$ cat config.mk
export PLATFORM = sky130hd
export DESIGN_NAME = icache_tag_port_arbiter
export DESIGN_NICKNAME = d
export VERILOG_FILES = /design/src/rtl/icache_tag_port_arbiter.sv
export SDC_FILE = /design/constraint.sdc
export NUM_CORES = 1
export LEC_CHECK = 0
export ABC_CLOCK_PERIOD_IN_PS = 11200
export CORE_MARGIN = 2
export CORE_UTILIZATION = 52
export CTS_CLUSTER_SIZE = 12
export DETAILED_ROUTE_END_ITERATION = 8
export GPL_TIMING_DRIVEN = 0
export PLACE_DENSITY = 0.85
export SYNTH_ARGS = -nofsm -noshare
export SYNTH_HDL_FRONTEND = slang
export SYNTH_SLANG_ARGS = --single-unit
export TNS_END_PERCENT = 50
$ cat constraint.sdc
create_clock -name clock_i -period 11.2 [get_ports clock_i]
set_input_delay 1.12 -clock clock_i [delete_from_list [all_inputs] [get_ports clock_i]]
set_output_delay 1.12 -clock clock_i [all_outputs]
set_load 0.01 [all_outputs]
$ cat src/rtl/icache_tag_port_arbiter.sv
// Arbitrates the single-port L1I tag query stage between fetch lookups and
// buffered refill tag updates, with bounded update starvation and index hazards.
module icache_tag_port_arbiter #(
  parameter int unsigned offsetSize  = 5,
  parameter int unsigned indexSize   = 8,
  parameter int unsigned tagSize     = 64 - (offsetSize + indexSize),
  parameter int unsigned starveLimit = 4
) (
  input  logic                  clock_i,
  input  logic                  reset_i,
  input  logic                  flushPipeline_i,
  input  logic                  tagQueryStall_i,
  input  logic                  fetchUnitStall_i,
  input  logic                  fetchReq_i,
  input  logic [tagSize-1:0]    fetchTag_i,
  input  logic [indexSize-1:0]  fetchIndex_i,
  input  logic [offsetSize-1:0] fetchOffset_i,
  output logic                  fetchAccept_o,
  input  logic                  updateReq_i,
  input  logic [tagSize-1:0]    updateTag_i,
  input  logic [indexSize-1:0]  updateIndex_i,
  output logic                  updateReady_o,
  output logic                  fetchEnable_o,
  output logic                  updateEnable_o,
  output logic [tagSize-1:0]    tag_o,
  output logic [indexSize-1:0]  index_o,
  output logic [offsetSize-1:0] offset_o,
  output logic [tagSize-1:0]    newTag_o,
  output logic [indexSize-1:0]  newIndex_o,
  output logic                  hazard_o
);

  localparam int unsigned CntW = $clog2(starveLimit + 1);

  logic [tagSize-1:0]   fifo_tag_q [2];
  logic [indexSize-1:0] fifo_idx_q [2];
  logic                 rd_ptr_q, wr_ptr_q;
  logic [1:0]           count_q, count_d;
  logic [CntW-1:0]      starve_q, starve_d;

  logic fifo_empty, fifo_full, push, idx_match;
  logic fetch_ok, force_upd, grant_upd, grant_fetch;

  assign fifo_empty    = (count_q == 2'd0);
  assign fifo_full     = (count_q == 2'd2);
  assign updateReady_o = !fifo_full;
  assign push          = updateReq_i && !fifo_full;

  // Only entries already stored are compared; a same-cycle push is not visible yet.
  assign idx_match = (!fifo_empty && (fifo_idx_q[rd_ptr_q] == fetchIndex_i)) ||
                     (fifo_full && (fifo_idx_q[~rd_ptr_q] == fetchIndex_i));
  assign hazard_o  = fetchReq_i && idx_match;

  assign fetch_ok    = fetchReq_i && !tagQueryStall_i && !fetchUnitStall_i &&
                       !flushPipeline_i && !hazard_o;
  assign force_upd   = fifo_full || hazard_o || (starve_q == CntW'(starveLimit));
  assign grant_upd   = !fifo_empty && (force_upd || !fetch_ok);
  assign grant_fetch = !grant_upd && fetch_ok;

  assign fetchAccept_o = grant_fetch;

  always_comb begin
    count_d  = count_q;
    starve_d = starve_q;
    unique case ({push, grant_upd})
      2'b10:   count_d = count_q + 2'd1;
      2'b01:   count_d = count_q - 2'd1;
      default: count_d = count_q;
    endcase
    if (grant_upd) begin
      starve_d = '0;
    end else if (grant_fetch && !fifo_empty && (starve_q != CntW'(starveLimit))) begin
      starve_d = starve_q + CntW'(1);
    end
  end

  always_ff @(posedge clock_i) begin
    if (reset_i) begin
      fifo_tag_q[0]  <= '0;
      fifo_tag_q[1]  <= '0;
      fifo_idx_q[0]  <= '0;
      fifo_idx_q[1]  <= '0;
      rd_ptr_q       <= 1'b0;
      wr_ptr_q       <= 1'b0;
      count_q        <= '0;
      starve_q       <= '0;
      fetchEnable_o  <= 1'b0;
      updateEnable_o <= 1'b0;
      tag_o          <= '0;
      index_o        <= '0;
      offset_o       <= '0;
      newTag_o       <= '0;
      newIndex_o     <= '0;
    end else begin
      if (push) begin
        fifo_tag_q[wr_ptr_q] <= updateTag_i;
        fifo_idx_q[wr_ptr_q] <= updateIndex_i;
        wr_ptr_q             <= ~wr_ptr_q;
      end
      if (grant_upd) begin
        rd_ptr_q <= ~rd_ptr_q;
      end
      count_q  <= count_d;
      starve_q <= starve_d;

      // Inactive side's fields are always zeroed.
      fetchEnable_o  <= grant_fetch;
      updateEnable_o <= grant_upd;
      tag_o          <= grant_fetch ? fetchTag_i    : '0;
      index_o        <= grant_fetch ? fetchIndex_i  : '0;
      offset_o       <= grant_fetch ? fetchOffset_i : '0;
      newTag_o       <= grant_upd ? fifo_tag_q[rd_ptr_q] : '0;
      newIndex_o     <= grant_upd ? fifo_idx_q[rd_ptr_q] : '0;
    end
  end

endmodule

* Word level (Yosys, flattened, before mapping) *
Memories as Yosys holds them, arrays and structs flattened. A register that Yosys moved wholly into a read port is not among the register bits.
Index checks and enable logic that the tools add are counted.

storage, ports and cells
  register bits after elaboration = 81
  memory bits (writable) = 118
  output and inout bits = 128
  word-level logic and storage cells = 71
  memories = 2

cells by class
  add/sub/neg operators = 3
  equality and inequality tests = 7
  mux-type cells = 14
  bitwise operators = 4
  reductions and logical operators = 31

memory list
  name        words  width  read ports  clocked after memory_dff  wr ports  RTL line  source
  fifo_tag_q  2      51     1           1                         2         35        logic [tagSize-1:0] fifo_tag_q [2];
  fifo_idx_q  2      8      2           1                         2         36        logic [indexSize-1:0] fifo_idx_q [2];

operators by type and width
  kind                 count
  $mux 51              1
  $reduce_or 51->1     1
  $eq 8x8->1           2
  $logic_and 1x1->1    12
  $mux 1               11
  $logic_not 1->1      8
  $mux 8               1
  $reduce_or 8->1      1
  $reduce_or 2->1      3
  $eq 2x2->1 const B   2
  $logic_or 1x1->1     4
  $not 1->1            4
  $pmux 2 s2           1
  $add 3x1->3 const B  1
  $eq 3x3->1 const B   1
  $ne 3x3->1 const B   1
  $add 2x1->2 const B  1
  $eq 2x1->1 const B   1
  $logic_not 2->1      1
  $reduce_bool 2->1    1
  $sub 2x1->2 const B  1

* Longest topological paths before layout *
Gate-level depths: netlist of the first run.
An unclocked memory read counts as a cell.

  depth after elaboration = 15
  depth in mapped cells = 12
  mapped depth without buffers = 9

* Worst setup path after synthesis of the first run *
Ideal clock, no wire load.

  path kind = in2reg
  from = input port updateReq_i
  to = memory fifo_idx_q[0][0] (enable)
  setup time = 0.488 ns
  arrival time = 4.004 ns
  setup slack = 6.708 ns
  stages = 2
  cell sequence = nand2_1 o21bai_1

RTL lines
  what             RTL line  source
  start, declared  19        input logic updateReq_i,
  end, declared    36

* Final worst setup path of the first run *
  from = input port fetchIndex_i[7]
  to = output port fetchAccept_o

on the way
  longest elaborated chain between the ends = 11
  elaborated cells between the ends (all ways) = 15

RTL lines
  what                                         RTL line  source
  start, declared                              16        input logic [indexSize-1:0] fetchIndex_i,
  $eq 8x8->1, on equally long branches         50, 51
  $logic_and 1x1->1, on equally long branches  50, 51
  $logic_or 1x1->1 (*)                         50        assign idx_match = (!fifo_empty && (fifo_idx_q[rd_ptr_q] == fetchIndex_i)) ||
  $logic_and 1x1->1 (*)                        52        assign hazard_o = fetchReq_i && idx_match;
  $logic_not 1->1                              55        !flushPipeline_i && !hazard_o;
  $logic_and 1x1->1                            55
  $logic_not 1->1                              57        assign grant_upd = !fifo_empty && (force_upd || !fetch_ok);
  $logic_or 1x1->1                             57
  $logic_and 1x1->1                            57
  $logic_not 1->1                              58        assign grant_fetch = !grant_upd && fetch_ok;
  $logic_and 1x1->1 (*)                        58
  end, declared                                18        output logic fetchAccept_o,

Every way passes the cells marked *; elsewhere a longest branch is shown, timed or not.

==> summary.md, run 1 <==
| Metric | Value |
|---|---|
| Die Height | about 140 um |
| Yosys warns | 0 |
| Final setup fails | 0 |
| Worst Path Max Fanout | 10 |
| CTS H-tree lvls | 1 |
| Nets | ~1.1k |
| Rel. slew slack | 34.0% |
| Status | finished, final reports clean |
| Fin crit period | about 4.8 ns |
| Share of cells above drive strength 1 | between 10% and 20% |
| Vias in the first global route | 6245 |
| Peak supply drop | between 0.1 and 0.15 mV |
| Postcts setup bufs | 0 |
| CP Cell Sequence | clkdlybuf4s50_1 > xor2_1 > nand4_1 > or4_1 > buf_2 > o2111ai_1 > buf_2 > buf_4 > inv_1 > clkdlybuf4s50_1 |
| WHS | about 0.47 ns |
| Num rows | 49 |
| Routed vias/inst | 5.03 |
| Initial Util | between 50% and 60% |
| Antenna fix cells | 0 |
| CP arrival | about 3.7 ns |
| Initial antenna violation count | 0 |
| HPWL Detailed | roughly 15000 um |
| Core Footprint | between 15000 and 20000 sq um |
| Hold buffers post-CTS | 0 |
| Longest Clk Path Bufs | 3 |
| First-pass DRT Iterations | 4 |
| Final antenna-violating net count | 0 |
| Post-CTS resize count | 0 |
| CTS Sinks | 251 |
| Layout Cells excl Fill | approximately 1.2k |
| Grt ovf | 0 |
| Design area | 13200 sq um |
| Largest net degree at the start of global routing | 60 |
| TritonCTS clock tree | built |
| Initial DRC count | between 200 and 250 |
| GRT Overall Usage | a little over a fifth |
| Leakage | between 0.004 and 0.005 uW |
| Synth Register Bits | 251 |
| Clk_lat worst skew | a little over 0.5 ns |
| DR vias | 6101 |
| Syn_area_per_cell | about 14 sq um |
| Tcrit/Tclk final | 43.3% |
| Nature of the critical path startpoint | primary input |
| Critical Path Max Stage Delay | 0.55 ns |
| Final wirelength | between 20000 and 25000 um |
| Routability Congestion | roughly 0.87 |
| Area growth, synth to finish | 39.1% |
| P per Cell Area | ~180 nW/um^2 |
| Port bufs | roughly 260 |
| Peak Freq | 0.206 GHz |
| Final Max Slew Viols | 0 |
| DIE WIDTH | 139 um |
| Syn Std Cell Area | 9460 sq um |
| Drt drc | 0 |
| DR WL/cell | 18.0 um |
| Worst EP required | just over 10 ns |
| Placed cell areas | roughly 12000 sq um |
| Root Buffer | clkbuf_16 |
| Most frequent cells in the layout | clkdlybuf4s50_1, dfxtp_1, and2_1, edfxtp_1, mux2i_1 |
| DIE AREA | 19300 sq um |
| Netlist cell types | 36 |
| Hold WC Path Type | flip-flop to flip-flop |
| Setup Skew | 0.0127 ns |
| Slew @ Worst Pin | just under 1 ns |
| Setup TNS Final | 0 ns |
| Max Cap Viol | 0 |
| Fin util | 73.5% |
| Sequential fraction of the synthesis area | 65.6% |
| I/O pin cnt | 258 |
| Crit. End Element | output pin |
| Syn nets | between 800 and 900 |
| First-pass GRT wire length | roughly 33000 um |
| RSZ-0062 raised after global routing | false |
| Commonest non-fill, non-tap cell in the layout | clkdlybuf4s50_1 |
| Placed Cells | 1167 |
| Post-Syn Instances | between 600 and 700 |
| Clk pin slew, worst setup/hold paths | about 0.060 ns |
| Final hold violations | 0 |
| CTS Buf Count | 26 |
| Slowest CP cell | clkdlybuf4s50_1 |
| Critical path type | primary input to output pin |
-- metal layers --
layer  vias up  GRT usage (%)  routed length (um)
met5         -              0                   0
met4         0           7.23                 609
met3        41           5.84                1520
met2       225           39.1               11100
met1      2887           25.5                8640
li1       2948              -                   -
-- synthesized netlist by cell type --
master | instances | area, sq um
a21boi_0 | 2 | 15.0
a21oi_1 | 3 | 15.0
a31oi_1 | 1 | 6.26
a31oi_2 | 1 | 12.5
and2_0 | 1 | 6.26
and2_1 | 118 | 738
and3_1 | 1 | 6.26
buf_1 | 1 | 3.75
buf_2 | 5 | 25.0
buf_4 | 4 | 30.0
buf_6 | 10 | 113
clkbuf_1 | 31 | 116
dfxtp_1 | 133 | 2660
edfxtp_1 | 118 | 3540
ha_1 | 3 | 37.5
inv_1 | 3 | 11.3
mux2_2 | 2 | 22.5
mux2i_1 | 67 | 671
nand2_1 | 4 | 15.0
nand2b_1 | 1 | 6.26
nand3_1 | 2 | 10.0
nand4_1 | 6 | 37.5
nor2_1 | 6 | 22.5
nor2b_1 | 3 | 18.8
nor3_1 | 1 | 5.00
nor3_2 | 59 | 591
nor3b_1 | 65 | 488
nor4b_1 | 1 | 8.76
o2111ai_1 | 1 | 8.76
o21ai_0 | 1 | 5.00
o21bai_1 | 1 | 7.51
or2_2 | 2 | 12.5
or3_1 | 1 | 6.26
or4_1 | 2 | 15.0
xnor2_1 | 3 | 26.3
xor2_1 | 16 | 140
-- worst paths after layout --
| path | start | slack (ns) | endpoint | depth (start not counted) |
|---|---|---|---|---|
| worst max-delay path | fetchIndex_i[7] | 6.35 | fetchAccept_o | 10 |
| worst min-delay path | starve_q[0] | 0.47 | starve_q[0] | 2 |
| worst max register to register | count_q[0] | 7.91 | fifo_tag_q[1][4] | 5 |
| worst min register to register | starve_q[0] | 0.47 | starve_q[0] | 2 |
-- registers in the layout, summed over array words and instances, names as in the netlist, 2 cells and up, named ones only --
signal / count
newIndex_o: 8
starve_q: 3
newTag_o: 51
count_q: 2
index_o: 8
tag_o: 51
fifo_idx_q: 16
offset_o: 5
fifo_tag_q: 102
-- where the power goes --
| part | internal [uW] | switching (uW) | total [uW] |
|---|---|---|---|
| registers | 1070 | 31.8 | 1100 |
| clock network | 461 | 327 | 788 |
| logic | 240 | 261 | 502 |
-- final cells by class --
class                   count  area, sq um
plain buffers              51          288
clock buffers              41          758
clock inverters             4         22.5
fillers                  1221         4740
inverters                   3         11.3
multi-input cells         374         2970
flip-flops and latches    251         6210
well taps                 229          287
repair buffers            259         2620
-- worst max-delay path, delay by kind of cell --
family	cells	cell delay (ns)
buf+inv	6	1.76
simple gates	2	0.53
xor+xnor	1	0.18
compound gates	1	0.14
-- cell families after synthesis --
| logic type | count (synthesis) | synth area share [%] |
|---|---|---|
| buf+inv | 54 | 3.16 |
| flops | 251 | 65.6 |
| fa+ha+maj | 3 | 0.397 |
| simple gates | 273 | 21.0 |
| xor+xnor | 19 | 1.76 |
| mux | 69 | 7.33 |
| compound gates | 10 | 0.741 |
-- stage by stage --
stage,worst slack [ns],total power (uW)
finish,6.35,2390
global route,6.16,2480
CTS,6.31,2410
detailed placement,6.34,1620
global placement,4.61,1610
floorplan,6.71,1420
Power figures use the tool's default switching activity.
==> run 2, diff against run 1 <==
- ABC_CLOCK_PERIOD_IN_PS: 11200 -> 4300
- CORE_UTILIZATION: 52 -> 43
- PLACE_DENSITY: 0.85 -> 0.75
- clock period: 11.2 -> 4.3 ns (I/O delays scaled with it)
==> run 2 against run 1 <==
Net effect: critical path depth grew 1; critical path type is now flip-flop to output pin; highest routed layer is now met5; cell count rose by 4.7%; clock power rose to 2.8 times the previous value; largest power group unchanged; hold slack lost 0.013 ns; critical endpoint unchanged; non-clock buffer count increased by 1.
==> summary.md, run 2 (synthesis results as in run 1) <==
| Metric | Value |
|---|---|
| Hold WC Path Type | primary input to flip-flop |
| Routability Congestion | 0.817 (-6.3%) |
| Clk pin slew, worst setup/hold paths | 0.06 ns (about the same) |
| Sequential power share | 44.5% (-1.5 points) |
| Postcts setup bufs | 0 (unchanged) |
| Largest register by flop count | fifo_tag_q |
| NetSw | 1700 uW (+170%) |
| Root Buffer | clkbuf_16 |
| P per Cell Area | 482 nW/um^2 (+170%) |
| RSZ-0062 raised after global routing | false |
| Drt drc | 0 (unchanged) |
| Worst Path Max Fanout | 10 (unchanged) |
| Critical path type | flip-flop to output pin |
| Final wirelength | 22700 um (+4.0%) |
| Fin crit period | around 3.9 ns |
| Switching part of the total power | 26.4% (+0.45 points) |
| Most frequent cells in the layout | clkdlybuf4s50_1, dfxtp_1, and2_1, edfxtp_1, mux2i_1 |
| I/O pin cnt | 258 (unchanged) |
| Commonest non-fill, non-tap cell in the layout | clkdlybuf4s50_1 |
| Peak supply drop | 0.359 mV (+160%) |
| CTS Buf Count | 28 (+7.7%) |
| Power Internal | 4730 uW (+170%) |
| R2R depth | 6 (+1) |
| Hold buffers post-CTS | 0 (unchanged) |
| First-pass GRT wire length | 35200 um (+5.7%) |
| Peak Freq | between 0.2 and 0.3 GHz |
| Nature of the critical path startpoint | flip-flop |
| DIE AREA | 23200 sq um (+20%) |
| Placed cell areas | 12500 sq um (+0.74%) |
| Area growth, synth to finish | 41.0% |
| Clock power frac | 34.9% (+1.9 points) |
| Critical Path Max Stage Delay | 0.48 ns (-0.07 ns) |
| Rel. slew slack | 36.8% (+2.8 points) |
| GRT Overall Usage | 19.2% (-2.7 points) |
| TritonCTS clock tree | built |
| Pwr Total | 6430 uW (+170%) |
| Grt ovf | 0 (unchanged) |
| Nets | 1102 (+0.27%) |
| CTS Sinks | 251 (unchanged) |
| Max reg flops | 102 (unchanged) |
| First-pass DRT Iterations | 6 (+2) |
| Status | finished, final reports clean |
| Final setup fails | 0 (unchanged) |
| Routed vias/inst | 4.81 (-4.5%) |
| Die Height | 152 um (+9.7%) |
| Slowest CP cell | clkdlybuf4s50_1 |
| Combinational power share | 20.5% (-0.5 points) |
| Final antenna-violating net count | 0 (unchanged) |
| Crit. End Element | output pin |
| Post-CTS resize count | 0 (unchanged) |
| Port bufs | 257 (unchanged) |
| Leakage | 0.00476 uW (+1.3%) |
| HPWL Detailed | 15800 um (+2.4%) |
| Initial Util | 43.6% (-9.2 points) |
| Longest Clk Path Bufs | 3 (unchanged) |
| Antenna fix cells | 0 (unchanged) |
| Most frequent CP cell | buf_2 |
| Tcrit/Tclk final | approximately nine tenths |
| Design area | 13300 sq um (+1.4%) |
| Initial antenna violation count | 2 (+2) |
| Clk_lat worst skew | 0.54 ns (+0.03 ns) |
| Initial DRC count | 192 (-8.6%) |
| Final Max Slew Viols | 0 (unchanged) |
| Worst setup margin | 0.419 ns (-5.93 ns) |
| Num rows | 54 (+10%) |
| Share of cells above drive strength 1 | 12.7% (+0.53 points) |
| DIE WIDTH | 152 um (+9.7%) |
| DR WL/cell | 17.9 um (-0.63%) |
| Setup Skew | 0.0170 ns (+0.00435 ns) |
| Core Footprint | 21700 sq um (+21%) |
| Dpl ws | 0.790 ns (-5.55 ns) |
| CTS H-tree lvls | 1 (unchanged) |
| CP arrival | 3.45 ns (-0.28 ns) |
| DR vias | 6098 (-0.049%) |
| Worst Hold Depth | 2 (unchanged) |
| Slew @ Worst Pin | 0.946 ns (-0.0413 ns) |
| Worst EP required | 3.87 ns (-6.21 ns) |
| CP Cell Sequence | buf_6 > mux2i_1 > xor2_1 > nand3_1 > or4_1 > buf_2 > o2111ai_1 > buf_2 > buf_4 > inv_1 > clkdlybuf4s50_1 |
| Largest net degree at the start of global routing | 60 (unchanged) |
| Vias in the first global route | 6243 (-0.032%) |
| Top flop regs | fifo_tag_q x102, newTag_o x51, tag_o x51 |
| Max Cap Viol | 0 (unchanged) |
| Final hold violations | 0 (unchanged) |
==> run 2: cell types whose count changed in the layout (fill, tap and decap cells not counted), sizes merged <==
cell	before	now
clkinv	3	8
clkbuf	72	71
inv	3	4
buf	22	23
==> run 2: cell type report <==
| type | instances | area [sq um] |
|---|---|---|
| flip-flops and latches | 251 | 6210 |
| repair buffers | 260 | 2650 |
| clock buffers | 40 | 818 |
| multi-input cells | 374 | 2970 |
| well taps | 280 | 350 |
| plain buffers | 51 | 288 |
| inverters | 3 | 11.3 |
| fillers | 1673 | 8350 |
| clock inverters | 10 | 51.3 |
==> run 2: path summary, 6_finish.rpt <==
path / start / endpoint / slack, ns
worst max register to register: count_q[0] / fifo_tag_q[1][48] / 1.21
worst max-delay path: flip-flop / fetchAccept_o / 0.42
worst min register to register: starve_q[0] / starve_q[0] / 0.47
worst min-delay path: fetchTag_i[4] / tag_o[4] / 0.46
==> run 2: per-layer routing <==
layer / GRT usage (%) / share of wire, % / routed length [um]
met4: 5.34 / 2.2 / 501
met2: 33.4 / 50 / 11400
met1: 24.4 / 43 / 9660
met5: 0 / 0.048 / 11
met3: 3.64 / 5.1 / 1170
==> run 2: power groups by stage <==
stage               logic (uW)  registers, uW  clock network (uW)
finish                    1320           2860                2240
global route              1430           2890                2380
CTS                       1340           2860                2280
detailed placement        1340           2910                   0
global placement          1300           2920                   0
floorplan                  755           2950                   0
==> run 2: critical path, delay by kind of cell (launching register included) <==
kind	cells	cell delay, ns
flops	1	0.33
simple gates	2	0.56
mux	1	0.34
compound gates	1	0.14
buf+inv	6	1.37
xor+xnor	1	0.18
==> run 2: per-stage QoR <==
step	std cells	TNS (ns)	hold slack, ns	utilization, %
floorplan	679	0	0.449	-
global placement	1216	-106.30	0.461	57.1
detailed placement	1219	0	0.468	57.5
CTS	1269	0	0.437	61.5
global route	1269	0	0.442	61.5
finish	1269	0	0.462	61.5
==> run 3, diff against run 2 <==
- GPL_TIMING_DRIVEN: 0 -> 1
==> run 3 against run 2 <==
Net effect: first-iteration DRC count grew 48%; setup slack gained 0.14 ns; register-to-register slack lost 0.03 ns; clock power shrank 5%; critical path depth shrank 5; via count shrank 2.4%; core utilization shrank 1.4 points; global-route usage shrank 1.0 points; clock skew shrank 0.0028 ns; cell count shrank 3.5%; die area is the same.
==> summary.md, run 3 (synthesis results as in run 1) <==
| Metric | Value |
|---|---|
| Vias in the first global route | 6102 (-2.3%) |
| Longest Clk Path Bufs | 3 (unchanged) |
| Worst EP required | 3.87 ns (about the same) |
| Slew @ Worst Pin | 0.888 ns (-0.0582 ns) |
| Fin crit period | 3.74 ns (-0.139 ns) |
| R2R setup slack | 1.18 ns (-0.03 ns) |
| Top sig layer | met5 |
| Fin util | 60.1% (-1.4 points) |
| Setup TNS Final | 0 ns (unchanged) |
| Initial Util | 43.6% (unchanged) |
| First-pass DRT Iterations | 4 (-2) |
| CTS H-tree lvls | 1 (unchanged) |
| Die Height | 152 um (unchanged) |
| Slowest CP cell | or4_1 |
| Clk_lat worst skew | 0.52 ns (-0.02 ns) |
| Metal3 WL | 987 um (-15%) |
| Most frequent cells in the layout | clkdlybuf4s50_1, dfxtp_1, and2_1, edfxtp_1, mux2i_1 |
| Commonest non-fill, non-tap cell in the layout | clkdlybuf4s50_1 |
| Setup Skew | 0.0143 ns (-0.00276 ns) |
| Reg2reg end | count_q[1] |
| TritonCTS clock tree | built |
| Final wirelength | 21300 um (-6.3%) |
| Port bufs | 257 (unchanged) |
| DR WL/cell | 17.4 um (-2.9%) |
| Final antenna-violating net count | 0 (unchanged) |
| Hold WC Path Type | primary input to flip-flop |
| Share of cells above drive strength 1 | 12.4% (-0.35 points) |
| Tcrit/Tclk final | 87.0% (-3.2 points) |
| Placed Cells | 1175 (-3.6%) |
| Peak Freq | 0.267 GHz (+3.7%) |
| First-pass GRT wire length | 33800 um (-4.0%) |
| Crit. End Element | output pin |
| RSZ-0062 raised after global routing | false |
| Rel. slew slack | 40.8% (+4.0 points) |
| Top flop regs | fifo_tag_q x102, newTag_o x51, tag_o x51 |
| Hold path start | reset_i |
| Area growth, synth to finish | 37.8% |
| GRT Overall Usage | 18.1% (-1.0 points) |
| Nature of the critical path startpoint | flip-flop |
| Worst Hold Depth | 2 (unchanged) |
| Critical path type | flip-flop to output pin |
| Peak supply drop | 0.298 mV (-17%) |
| CTS Buf Count | 27 (-3.6%) |
| Final hold violations | 0 (unchanged) |
| DIE AREA | 23200 sq um (unchanged) |
| Largest net degree at the start of global routing | 66 (+10%) |
| Worst Path Max Fanout | 8 (-2) |
| CP Cell Sequence | mux2i_1 > xor2_1 > nand3_1 > or4_1 > a21boi_0 > clkdlybuf4s50_1 |
| Max reg flops | 102 (unchanged) |
| Routed vias/inst | 4.86 (+1.1%) |
| WHS | 0.339 ns (-0.124 ns) |
| Root Buffer | clkbuf_16 |
| Hold Crit Endpoint | wr_ptr_q |
| FF/Latch Area | 6210 sq um (about the same) |
| Status | finished, final reports clean |
| Multi-input logic area | 3000 sq um (+1.1%) |
| Post-CTS resize count | 0 (unchanged) |
| Critical Path Max Stage Delay | 0.67 ns (+0.19 ns) |
| Postcts setup bufs | 0 (unchanged) |
| P per Cell Area | 478 nW/um^2 (-0.78%) |
| I/O pin cnt | 258 (unchanged) |
| Leakage | 0.00462 uW (-2.9%) |
| Layout Cells excl Fill | 1225 (-3.5%) |
| Initial antenna violation count | 2 (unchanged) |
| Nets | 1057 (-4.1%) |
| Routability Congestion | 0.810 (-0.92%) |
| Num rows | 54 (unchanged) |
| Final Max Slew Viols | 0 (unchanged) |
| CTS Sinks | 251 (unchanged) |
| DIE WIDTH | 152 um (unchanged) |
| Max Cap Viol | 0 (unchanged) |
| Clk pin slew, worst setup/hold paths | 0.06 ns (about the same) |
| Final setup fails | 0 (unchanged) |
| Hold buffers post-CTS | 0 (unchanged) |
| HPWL Detailed | 13500 um (-15%) |
| Largest register by flop count | fifo_tag_q |
| Core Footprint | 21700 sq um (unchanged) |
| Initial DRC count | 284 (+48%) |
| Filler cell count | 1738 (+3.9%) |
| Drt drc | 0 (unchanged) |
| R2R depth | 8 (+2) |
| Met2 wire len | 10900 um (-4.6%) |
| Pwr Total | 6230 uW (-3.0%) |
| M1 wire length | 8880 um (-8.0%) |
| DR vias | 5950 (-2.4%) |
| Grt ovf | 0 (unchanged) |
| CP arrival | 3.31 ns (-0.14 ns) |
run 3: cell count changes in the layout (fill, tap and decap cells not counted), sizes merged:
cell / change
clkinv: -3
clkbuf: -28
diode: +1
clkinvlp: -1
clkdlybuf4s50: -1
buf: -12
run 3: where the power goes:
group | leakage [uW] | internal, uW | switching [uW]
Sequential | 0.00233 | 2790 | 128
Combinational | 0.00189 | 583 | 618
Clock | 0.000397 | 1230 | 887
run 3: final cells by class:
class / instances / area share (%)
clock buffers: 43 / 5.95
flip-flops and latches: 251 / 47.6
multi-input cells: 374 / 23.0
inverters: 3 / 0.0864
repair buffers: 267 / 20.4
well taps: 280 / 2.69
diodes: 1 / 0.0192
clock inverters: 6 / 0.250
run 3: layer usage:
layer / up-vias / track usage [%]
met5: - / 0
met4: 2 / 5.56
met3: 41 / 3.44
met2: 144 / 32.2
met1: 2902 / 22.4
li1: 2861 / -
run 3: worst max-delay path by stage:
stage,from,end,cells past startpoint,slack (ns)
2_1_floorplan,count_q[0],fifo_idx_q[0][0],3,0.31
3_3_place_gp,fetchIndex_i[4],hazard_o,6,1.11
3_5_place_dp,fetchReq_i,newTag_o[31],6,1.09
4_1_cts,flip-flop,hazard_o,6,0.55
5_1_grt,flip-flop,hazard_o,6,0.38
6_report,flip-flop,hazard_o,6,0.56
run 3: worst max-delay path: cells and delay by family, from the launching register on:
family | cells | cell delay, ns
AND/OR/NAND/NOR | 2 | 0.77
AO/OA/AOI/OAI | 1 | 0.24
XOR/XNOR | 1 | 0.18
multiplexers | 1 | 0.36
flip-flops | 1 | 0.65
buffers and inverters | 1 | 0.59
run 3: stage by stage:
stage | area, sq um | worst slack, ns
after CTS | 13000 | 0.546
after global routing | 13000 | 0.381
after floorplan | 9460 | 0.313
after global placement | 12200 | 1.11
after detailed placement | 12200 | 1.09
final | 13000 | 0.558
